$ cat src/rtl/ifetch_prefetch_queue.sv
// ifetch_prefetch_queue: instruction fetch front end for the mips core.
// Keeps one imem request outstanding at a time. Returned {pc, instr} pairs are buffered in a
// DEPTH-entry FIFO and handed to decode over a valid/ready handshake. A redirect flushes the
// queue and marks any in-flight fetch for discard.
// Optional feature macro IFQ_BYPASS_EN: when the queue is empty, a response is forwarded to the
// consumer in the same cycle. If the consumer takes it, the word is not queued.
module ifetch_prefetch_queue #(
  parameter int unsigned DEPTH    = 4,
  parameter logic [31:0] RESET_PC = 32'h0000_3000
) (
  input  logic        clk,
  input  logic        reset,
  output logic        imem_req,
  output logic [31:0] imem_addr,
  input  logic        imem_ack,
  input  logic [31:0] imem_rdata,
  input  logic        redirect,
  input  logic [31:0] redirect_pc,
  output logic        if_valid,
  output logic [31:0] if_instr,
  output logic [31:0] if_pc,
  input  logic        if_ready
);

  localparam int unsigned AW        = $clog2(DEPTH);
  localparam logic [AW:0] DEPTH_CNT = (AW+1)'(DEPTH);
  localparam logic [AW-1:0] PTR_ONE = AW'(1);

  logic [31:0]   fetch_pc_q;
  logic [31:0]   addr_q;         // last issued address; also the pc of the in-flight request
  logic          outstanding_q;
  logic          discard_q;
  logic [AW-1:0] wr_ptr_q;
  logic [AW-1:0] rd_ptr_q;
  logic [AW:0]   count_q;
  logic [31:0]   pc_mem_q    [DEPTH];
  logic [31:0]   instr_mem_q [DEPTH];

  logic          ack_fire;
  logic          ack_data;
  logic          head_valid;
  logic          bypass;
  logic          push;
  logic          pop;
  logic          issue;
  logic [AW:0]   count_after_push;

  // Handshake decode, issue decision and output muxing.
  always_comb begin
    ack_fire   = imem_ack & outstanding_q;
    // Redirect kills a same-cycle response outright.
    ack_data   = ack_fire & ~discard_q & ~redirect;
    head_valid = (count_q != '0);
`ifdef IFQ_BYPASS_EN
    bypass     = ack_data & ~head_valid;
`else
    bypass     = 1'b0;
`endif
    push       = ack_data & ~(bypass & if_ready);
    pop        = head_valid & if_ready & ~redirect;
    // Space test ignores a same-cycle pop so if_ready has no path to imem_req.
    count_after_push = count_q + {{AW{1'b0}}, push};
    issue      = reset & ~redirect & (~outstanding_q | ack_fire) &
                 (count_after_push < DEPTH_CNT);

    imem_req   = issue;
    imem_addr  = issue ? fetch_pc_q : addr_q;
    if_valid   = head_valid | bypass;
    if_instr   = bypass ? imem_rdata : instr_mem_q[rd_ptr_q];
    if_pc      = bypass ? addr_q     : pc_mem_q[rd_ptr_q];
  end

  // Fetch sequencing, in-flight tracking and queue pointers.
  always_ff @(posedge clk) begin
    if (!reset) begin
      fetch_pc_q    <= RESET_PC;
      addr_q        <= RESET_PC;
      outstanding_q <= 1'b0;
      discard_q     <= 1'b0;
      wr_ptr_q      <= '0;
      rd_ptr_q      <= '0;
      count_q       <= '0;
    end else begin
      if (redirect) begin
        fetch_pc_q <= {redirect_pc[31:2], 2'b00};
      end else if (issue) begin
        fetch_pc_q <= fetch_pc_q + 32'd4;
      end

      if (issue) begin
        addr_q <= fetch_pc_q;
      end

      if (issue) begin
        outstanding_q <= 1'b1;
      end else if (ack_fire) begin
        outstanding_q <= 1'b0;
      end

      // A fetch still in flight across a redirect belongs to the old path.
      if (redirect) begin
        discard_q <= outstanding_q & ~imem_ack;
      end else if (ack_fire) begin
        discard_q <= 1'b0;
      end

      if (redirect) begin
        wr_ptr_q <= '0;
        rd_ptr_q <= '0;
        count_q  <= '0;
      end else begin
        if (push) begin
          wr_ptr_q <= wr_ptr_q + PTR_ONE;
        end
        if (pop) begin
          rd_ptr_q <= rd_ptr_q + PTR_ONE;
        end
        count_q <= count_after_push - {{AW{1'b0}}, pop};
      end
    end
  end

  // Queue storage; cleared on reset so the head reads as zero while empty.
  always_ff @(posedge clk) begin
    if (!reset) begin
      for (int unsigned i = 0; i < DEPTH; i++) begin
        pc_mem_q[i]    <= '0;
        instr_mem_q[i] <= '0;
      end
    end else if (push) begin
      pc_mem_q[wr_ptr_q]    <= addr_q;
      instr_mem_q[wr_ptr_q] <= imem_rdata;
    end
  end

endmodule
$ cat config.mk
export PLATFORM = sky130hd
export DESIGN_NAME = ifetch_prefetch_queue
export DESIGN_NICKNAME = d
export VERILOG_FILES = /design/src/rtl/ifetch_prefetch_queue.sv
export SDC_FILE = /design/constraint.sdc
export NUM_CORES = 1
export LEC_CHECK = 0
export CORE_MARGIN = 5
export CORE_UTILIZATION = 51
export DETAILED_ROUTE_END_ITERATION = 6
export HOLD_SLACK_MARGIN = 0.02
export PLACE_DENSITY = 0.86
export SLEW_MARGIN = 20
export SYNTH_ARGS = -nofsm -noshare
export SYNTH_HDL_FRONTEND = slang
export SYNTH_SLANG_ARGS = --single-unit
$ cat constraint.sdc
create_clock -name clk -period 8 [get_ports clk]
set_input_delay 2 -clock clk [delete_from_list [all_inputs] [get_ports clk]]
set_output_delay 2 -clock clk [all_outputs]
set_load 0.05 [all_outputs]
# --- After elaboration in Yosys (flattened, before gate mapping) ---
# Memories as Yosys holds them, arrays and structs flattened. A register that Yosys moved wholly into a read port is not among the register bits.
# Index checks and enable logic that the tools add are counted.
totals:
  ff_bits: 73
  ramBits: 256
  input_bits: 69
  output_inout_bits: 98
  elab_cells: 58
  mem_count: 2
op_classes:
  n_addsub: 5
  order_cmp: 1
  n_mux: 20
  n_bitwise: 15
  reduce_logical: 7
mem_list:
  columns: ["name", "depth", "width", "read_ports", "rd_ports_with_merged_regs", "write_ports", "line", "text"]
  rows:
  - ["instr_mem_q", 4, 32, 1, 1, 4, "37", "logic [31:0] instr_mem_q [DEPTH];"]
  - ["pc_mem_q", 4, 32, 1, 1, 4, "36", "logic [31:0] pc_mem_q [DEPTH];"]
op_table:
  columns: ["operator", "n"]
  rows:
  - ["32-bit 2-to-1 mux", 5]
  - ["32-bit OR reduction", 2]
  - ["32-bit by 3-bit adder with 32-bit output, second input constant", 1]
  - ["2-bit 2-to-1 mux", 6]
  - ["1-bit AND", 9]
  - ["1-bit 2-to-1 mux", 9]
  - ["2-bit nonzero test", 3]
  - ["1-bit inverter", 5]
  - ["2-bit by 1-bit adder with 2-bit output, second input constant", 2]
  - ["3-bit by 1-bit adder with 3-bit output", 1]
  - ["3-bit < comparator, second input constant", 1]
  - ["3-bit nonzero test", 1]
  - ["3-bit by 1-bit subtractor with 3-bit output", 1]
  - ["2-bit OR reduction", 1]
  - ["1-bit bitwise OR", 1]

# --- Depth between registers and ports, before layout ---
# Gate-level depths: netlist (run 1).
logic_depth:
  ltp_word: 8
  depth_mapped: 12
  mapped_depth_nobuf: 10

# --- Worst setup path after synthesis (run 1) ---
# Ideal clock, no wire load.
synth_timing:
  path_type: "input -> register"
  startpoint: "input port redirect"
  endpoint: "memory instr_mem_q[0][0] (enable)"
  setup_time_ns: 0.581
  arrival_time_ns: 7.272
  required_ns: 7.419
  slack_ns: 0.147
  cell_stages: 3
  n_path_buf: 1
  path_cell_list: "clkbuf_1 > or3_1 > o31ai_1"
synth_lines:
  columns: ["element", "line", "text"]
  rows:
  - ["from (decl)", "17", "input logic redirect,"]
  - ["to (decl)", "37", null]

# --- Worst setup path after layout (run 1) ---
layout_timing:
  startpoint: "input port imem_ack"
  endpoint: "output port imem_addr[19]"
layout_via:
  elab_chain_len: 7
  word_cells_on_any_way: 9
  cone_classes: "add/sub (1); order compare (1); mux (1); bitwise (6)"
layout_rtl:
  columns: ["element", "line", "text"]
  rows:
  - ["from (decl)", "15", "input logic imem_ack,"]
  - ["1-bit AND", "50", "ack_fire = imem_ack & outstanding_q;"]
  - ["1-bit AND (2 in series)", "52", "ack_data = ack_fire & ~discard_q & ~redirect;"]
  - ["named net ack_data", "40", "logic ack_data;"]
  - ["3-bit by 1-bit adder with 3-bit output", "62", "count_after_push = count_q + {{AW{1'b0}}, push};"]
  - ["3-bit < comparator", "64", "(count_after_push < DEPTH_CNT);"]
  - ["1-bit AND", "63", "issue = reset & ~redirect & (~outstanding_q | ack_fire) &"]
  - ["32-bit 2-to-1 mux", null, null]
  - ["to (decl)", "14", "output logic [31:0] imem_addr,"]
# The timed path passes the listed nets, and every way through them passes these cells.

==> metrics, run 1 <==
largest net degree at the start of global routing 65; Setup WS pre-CTS 0.769 ns; worst hold slack 0.525 ns; Syn Nets 1093; Synth async-reset ratio 0%; routed len/inst 21.1 um; io pins 167; DIE WIDTH 178 um; share of cells above drive strength 1 15.8%; Peak Freq 137 MHz; CP max FO 17; cell mode on critical path nand2_1; number of flops mapped to enable cells by yosys 256; Yosys top cell area share 53.6%; postcts setup bufs 0; Worst-Skew Late Latency 0.51 ns; Final TNS setup 0 ns; IO buf count 164; Slew headroom 26.3%; Post-DRT Antenna Nets 0; die area 31600 sq um; Final Skew 0.0155 ns; synth warn 0; CP Data Arrival Time 5.30 ns; initial DRC count 696; DRC 0; Clock Tree Root clkbuf_16; Worst EP required 6.00 ns; area of the mapped netlist 14300 sq um; Nets 1248; ANT cells 0; FF-to-FF path depth 10; Final Worst Setup Slack 0.696 ns; Hold Path End addr_q[31]; worst reg-to-reg setup slack 4.73 ns; worst slew pin tran 1.10 ns; post-layout minimum cycle time 7.30 ns; top sig layer met5; GPL Wtd Cong 0.839; WHS Path Cells 2; Critical R2R Launch outstanding_q; WL final 33400 um; leakage 0.00631 uW; Critical Path End Type output pin; die height 178 um; Synth cell types 46; Via Count 8802; DR WL met3 2380 um; TritonCTS clock tree done; met2 routed WL 16800 um; slowest CP cell clkdlybuf4s50_1; Tcrit/Tclk final 91.3%; vias per inst 5.57; unrepaired setup endpoints after global routing no; # rows 61; global-route wire length before repair 52200 um; initial antenna violation count 1; max_cap viols 0; Synth area leader edfxtp_1; clk buf depth 3; startpoint class of the critical path input pin; Hold Fails Final Rpt 0; Setup-failing EPs final 0; # placed instances 1515; M1 WL 13300 um; status finished, final reports clean; ys flop type edfxtp_1; CP cell instances clkdlybuf4s50_1 > nand2_1 > or3_1 > inv_1 > ha_1 > ha_1 > xor2_1 > or3_2 > clkinv_1 > nand2_1 > nand2_1 > buf_4; Non-Filler Instances 1579; CP peak stage delay 0.50 ns; # resized after CTS 0; CP Launch Point imem_ack; synthesized area per cell 14.1 sq um; HPWL Detailed 20400 um; clock-pin transition on the worst setup and hold timing paths 0.06 ns; Core Area 27800 sq um; sequential-to-total area share from yosys stat 63.8%; initial core utilization 51.6%; CTS H-Tree Depth 2; R2R Path End fetch_pc_q[26]; flop and latch count out of synthesis 329; vias in the first global route 9390; Final Max Slew Viols 0; hold_sp fetch_pc_q[31]; Post-Syn Instances 1019; gr ovfl total 0; crit path kind in -> out; DRT Pass-1 Iters 6; Hold/Removal Path Class reg -> reg; worst vdd rail ir drop 120 uV; clock sinks 329; top cells by area, synth edfxtp_1 54%, and2_1 12%, dfxtp_1 10%, mux4_2 10%, nand2_1 1.6%; Area growth, synth to finish 21.8%; TritonCTS Buffers 35; PD cells 217 nW/um^2; GRT Total Usage 21.3%; hold_buf cts 0
==> layer usage <==
metal	track usage (%)	vias to the layer above
li1	-	4022
met4	6.09	2
met3	4.47	71
met2	36.9	347
met5	0	-
met1	27.3	4360
==> power breakdown <==
group	leakage, uW	total [uW]	switching [uW]	internal (uW)
sequential	0.00325	1940	38.4	1900
combinational	0.00254	309	192	117
clock	0.000525	1540	634	902
total	0.00631	3790	865	2920
==> placed cells by master (no fill, tap or decap), types with 17 or more instances in the layout <==
cell,Yosys,final
and2_1,282,282
clkbuf_1,50,17
dfxtp_1,73,71
a21oi_1,26,26
xnor2_1,22,22
edfxtp_1,256,256
nor2_1,19,18
nand2_1,60,59
mux4_2,64,64
buf_4,0,42
clkdlybuf4s50_1,0,131
clkbuf_16,0,35
==> flip-flops by register name, summed over array words and instances, names as in the netlist, named ones only <==
register / flops
count_q: 3
wr_ptr_q: 2
discard_q: 1
fetch_pc_q: 30
instr_mem_q: 128
pc_mem_q: 128
outstanding_q: 1
rd_ptr_q: 2
addr_q: 32
==> cell usage after synthesis (3+ instances only) <==
library cell and instances:
buf_2 9, and2_1 282, nand4_1 6, xor2_1 9
dfxtp_1 73, clkbuf_1 50, nand2b_1 3, edfxtp_1 256
or3_1 5, o22ai_1 8, a31oi_1 8, a21oi_1 26
nand2_1 60, and4_1 3, mux2i_1 4, mux2_2 16
inv_1 9, and3_1 5, nor2_1 19, xnor2_1 22
nand3_1 16, ha_1 5, nor4_1 5, nor3_1 14
o21ai_0 17, mux4_2 64
==> worst max-delay path by stage <==
stage	depth (start not counted)	to	slack [ns]
6_report	12	imem_addr[19]	0.70
5_1_grt	12	imem_addr[19]	0.49
4_1_cts	12	imem_addr[19]	0.73
3_5_place_dp	12	imem_addr[18]	0.77
3_3_place_gp	12	imem_addr[12]	0.89
2_1_floorplan	3	instr_mem_q[0][0]	0.15
==> logic make-up (layout without fill, tap and decap cells) <==
group / count (synthesis) / after routing / share of synthesized area (%)
xor+xnor: 31 / 31 / 1.89
fa+ha+maj: 5 / 5 / 0.436
simple gates: 428 / 428 / 17.5
buf+inv: 72 / 254 / 2.02
mux: 84 / 84 / 11.6
compound gates: 70 / 70 / 2.78
flops: 329 / 329 / 63.8
==> worst max-delay path, delay by kind of cell <==
kind                     cells  cell delay [ns]
XOR/XNOR                     1             0.33
buffers and inverters        4             1.34
adder cells (fa/ha/maj)      2             0.39
AND/OR/NAND/NOR              5             1.24
==> layout make-up <==
class | instances | area, sq um
clock inverter | 10 | 110
fill | 2056 | 10300
clock buffer | 54 | 967
tap | 378 | 473
multi-input combinational | 618 | 4970
inverter | 11 | 41.3
timing repair buffer | 179 | 1750
sequential | 329 | 9160
==> per-stage QoR <==
stage / area [sq um] / total power, uW / utilization [%]
floorplan: 14300 / 2160 / -
global placement: 16400 / 2280 / 59.0
detailed placement: 16400 / 2290 / 59.0
CTS: 17500 / 3810 / 62.9
global route: 17500 / 3910 / 62.9
finish: 17500 / 3790 / 62.9
Power figures use the tool's default switching activity.
==> run 2, diff against run 1 <==
CORE_UTILIZATION = 35   (was 51)
PLACE_DENSITY = 0.65   (was 0.86)
==> run 2 against run 1 <==
Power is 6.7% higher; worst hold slack got worse by 0.019 ns; die area rose by 43%; clock power grew 15%; critical path depth is the same; first-iteration DRC count decreased by 20%; critical path type unchanged; largest power group unchanged.
==> metrics, run 2 (synthesis results as in run 1) <==
status finished, final reports clean; Setup-failing EPs final 0 (unchanged); DIE WIDTH 212 um (+20%); CTS H-Tree Depth 2 (unchanged); WHS Path Cells 2 (unchanged); clock share of power 43.9% (+3.3 points); met2 routed WL 17500 um (+3.9%); WL final 36500 um (+9.3%); IO buf count 164 (unchanged); routed len/inst 21.0 um (-0.81%); leakage 0.00646 uW (+2.4%); Via Count 8708 (-1.1%); clock-pin transition on the worst setup and hold timing paths 0.06 ns (about the same); M1 WL 15900 um (+19%); Post-DRT Antenna Nets 0 (unchanged); Placement Cell Area 16800 sq um (+2.5%); Critical R2R Launch outstanding_q; Seq pwr share 48.1% (-3.2 points); Final Skew 0.0160 ns (+0.000488 ns); io pins 167 (unchanged); worst slew pin tran 1.11 ns (+0.00331 ns); postcts setup bufs 0 (unchanged); Comb pwr share 8.0% (-0.2 points); worst reg-to-reg setup slack 4.37 ns (-0.36 ns); Critical Path End Type output pin; Worst EP required 6.00 ns (about the same); hold_sp fetch_pc_q[31]; Peak Freq 130 MHz (-5.1%); top sig layer met4; max_cap viols 0 (unchanged); worst vdd rail ir drop 127 uV (+5.2%); largest net degree at the start of global routing 65 (unchanged); Net Switching 926 uW (+7.2%); most common cell after layout, fill and taps aside and2_1; initial antenna violation count 0 (-1); fin area 18100 sq um (+3.5%); Worst-Skew Late Latency 0.55 ns (+0.04 ns); Hold Path End addr_q[31]; TritonCTS clock tree done; Tcrit/Tclk final 96.2% (+4.9 points); Slew headroom 25.9% (-0.31 points); cell-internal power 3110 uW (+6.5%); vias per inst 5.00 (-10%); crit path kind in -> out; post-layout minimum cycle time 7.69 ns (+0.389 ns); most frequent cells in the layout 282 x and2_1, 256 x edfxtp_1, 131 x clkdlybuf4s50_1, 71 x dfxtp_1, 64 x mux4_2; Final Max Slew Viols 0 (unchanged); TritonCTS Buffers 38 (+8.6%); PD cells 224 nW/um^2 (+3.1%); DR WL met3 2360 um (-0.67%); hold_buf cts 0 (unchanged); GRT Total Usage 16.2% (-5.1 points); Nets 1254 (+0.48%); Clock Tree Root clkbuf_16; Hold/Removal Path Class reg -> reg; global-route wire length before repair 55200 um (+5.9%); HPWL Detailed 22300 um (+9.2%); GPL Wtd Cong 0.801 (-4.5%); die area 45100 sq um (+43%); top flop regs instr_mem_q (128), pc_mem_q (128), addr_q (32); switching share of power 22.9% (+0.11 points); # placed instances 1672 (+10%); fin util 44.5% (-18 points); clock sinks 329 (unchanged); vias in the first global route 9026 (-3.9%); clk buf depth 3 (unchanged); Non-Filler Instances 1740 (+10%); CP max FO 27 (+10); share of cells above drive strength 1 16.6% (+0.82 points); gr ovfl total 0 (unchanged); R2R Path End fetch_pc_q[26]; startpoint class of the critical path input pin; Area growth, synth to finish 26.0%; Final TNS setup 0 ns (unchanged); Tot Pwr 4040 uW (+6.7%); # rows 74 (+21%); Core Area 40600 sq um (+46%); ANT cells 0 (unchanged); DRT Pass-1 Iters 5 (-1); die height 212 um (+20%); initial core utilization 35.3% (-16 points); FF-to-FF path depth 10 (unchanged); DRC 0 (unchanged); initial DRC count 555 (-20%); Hold Fails Final Rpt 0 (unchanged); unrepaired setup endpoints after global routing no; # resized after CTS 0 (unchanged); CP Data Arrival Time 5.69 ns (+0.39 ns)
[run 2: layout make-up]
class	count	area, sq um
timing repair buffer	182	1960
sequential	329	9160
inverter	11	45.0
multi-input combinational	618	4980
tap	532	666
clock buffer	49	1000
fill	3644	22600
clock inverter	19	264
[run 2: worst max-delay path, stage by stage]
cell and delay [ns]:
clkdlybuf4s50_1 0.51, nand2_1 0.13, or3_1 0.44, inv_1 0.18, ha_1 0.18, ha_1 0.20, xor2_1 0.30, or3_2 0.66
clkinvlp_4 0.57, nand2_1 0.21, nand2_1 0.10, buf_4 0.20
[run 2: worst max-delay path by stage]
stage	startpoint	to	cells past startpoint
2_1_floorplan	redirect	instr_mem_q[0][0]	3
5_1_grt	imem_ack	imem_addr[31]	12
3_5_place_dp	imem_ack	imem_addr[19]	12
3_3_place_gp	imem_ack	imem_addr[12]	12
4_1_cts	imem_ack	imem_addr[19]	12
6_report	imem_ack	imem_addr[12]	12
[run 2: per-stage QoR]
stage	hold slack, ns	worst slack [ns]
2_1_floorplan	0.466	0.147
3_3_place_gp	0.501	0.274
3_5_place_dp	0.506	0.217
4_1_cts	0.500	0.191
5_1_grt	0.543	0.0336
6_report	0.506	0.306
[run 2: metal layers]
metal  up-vias  global-route usage [%]
li1       4036                       -
met1      4360                    21.7
met2       260                    26.4
met3        52                    4.22
met4         0                    3.99
met5         -                       0
[run 2: power groups by stage]
stage | sequential (uW) | clock (uW) | combinational, uW
after CTS | 1940 | 1820 | 330
after global placement | 1980 | 0 | 327
final | 1940 | 1770 | 325
after detailed placement | 1980 | 0 | 328
after floorplan | 1970 | 0 | 188
after global routing | 1950 | 1890 | 345
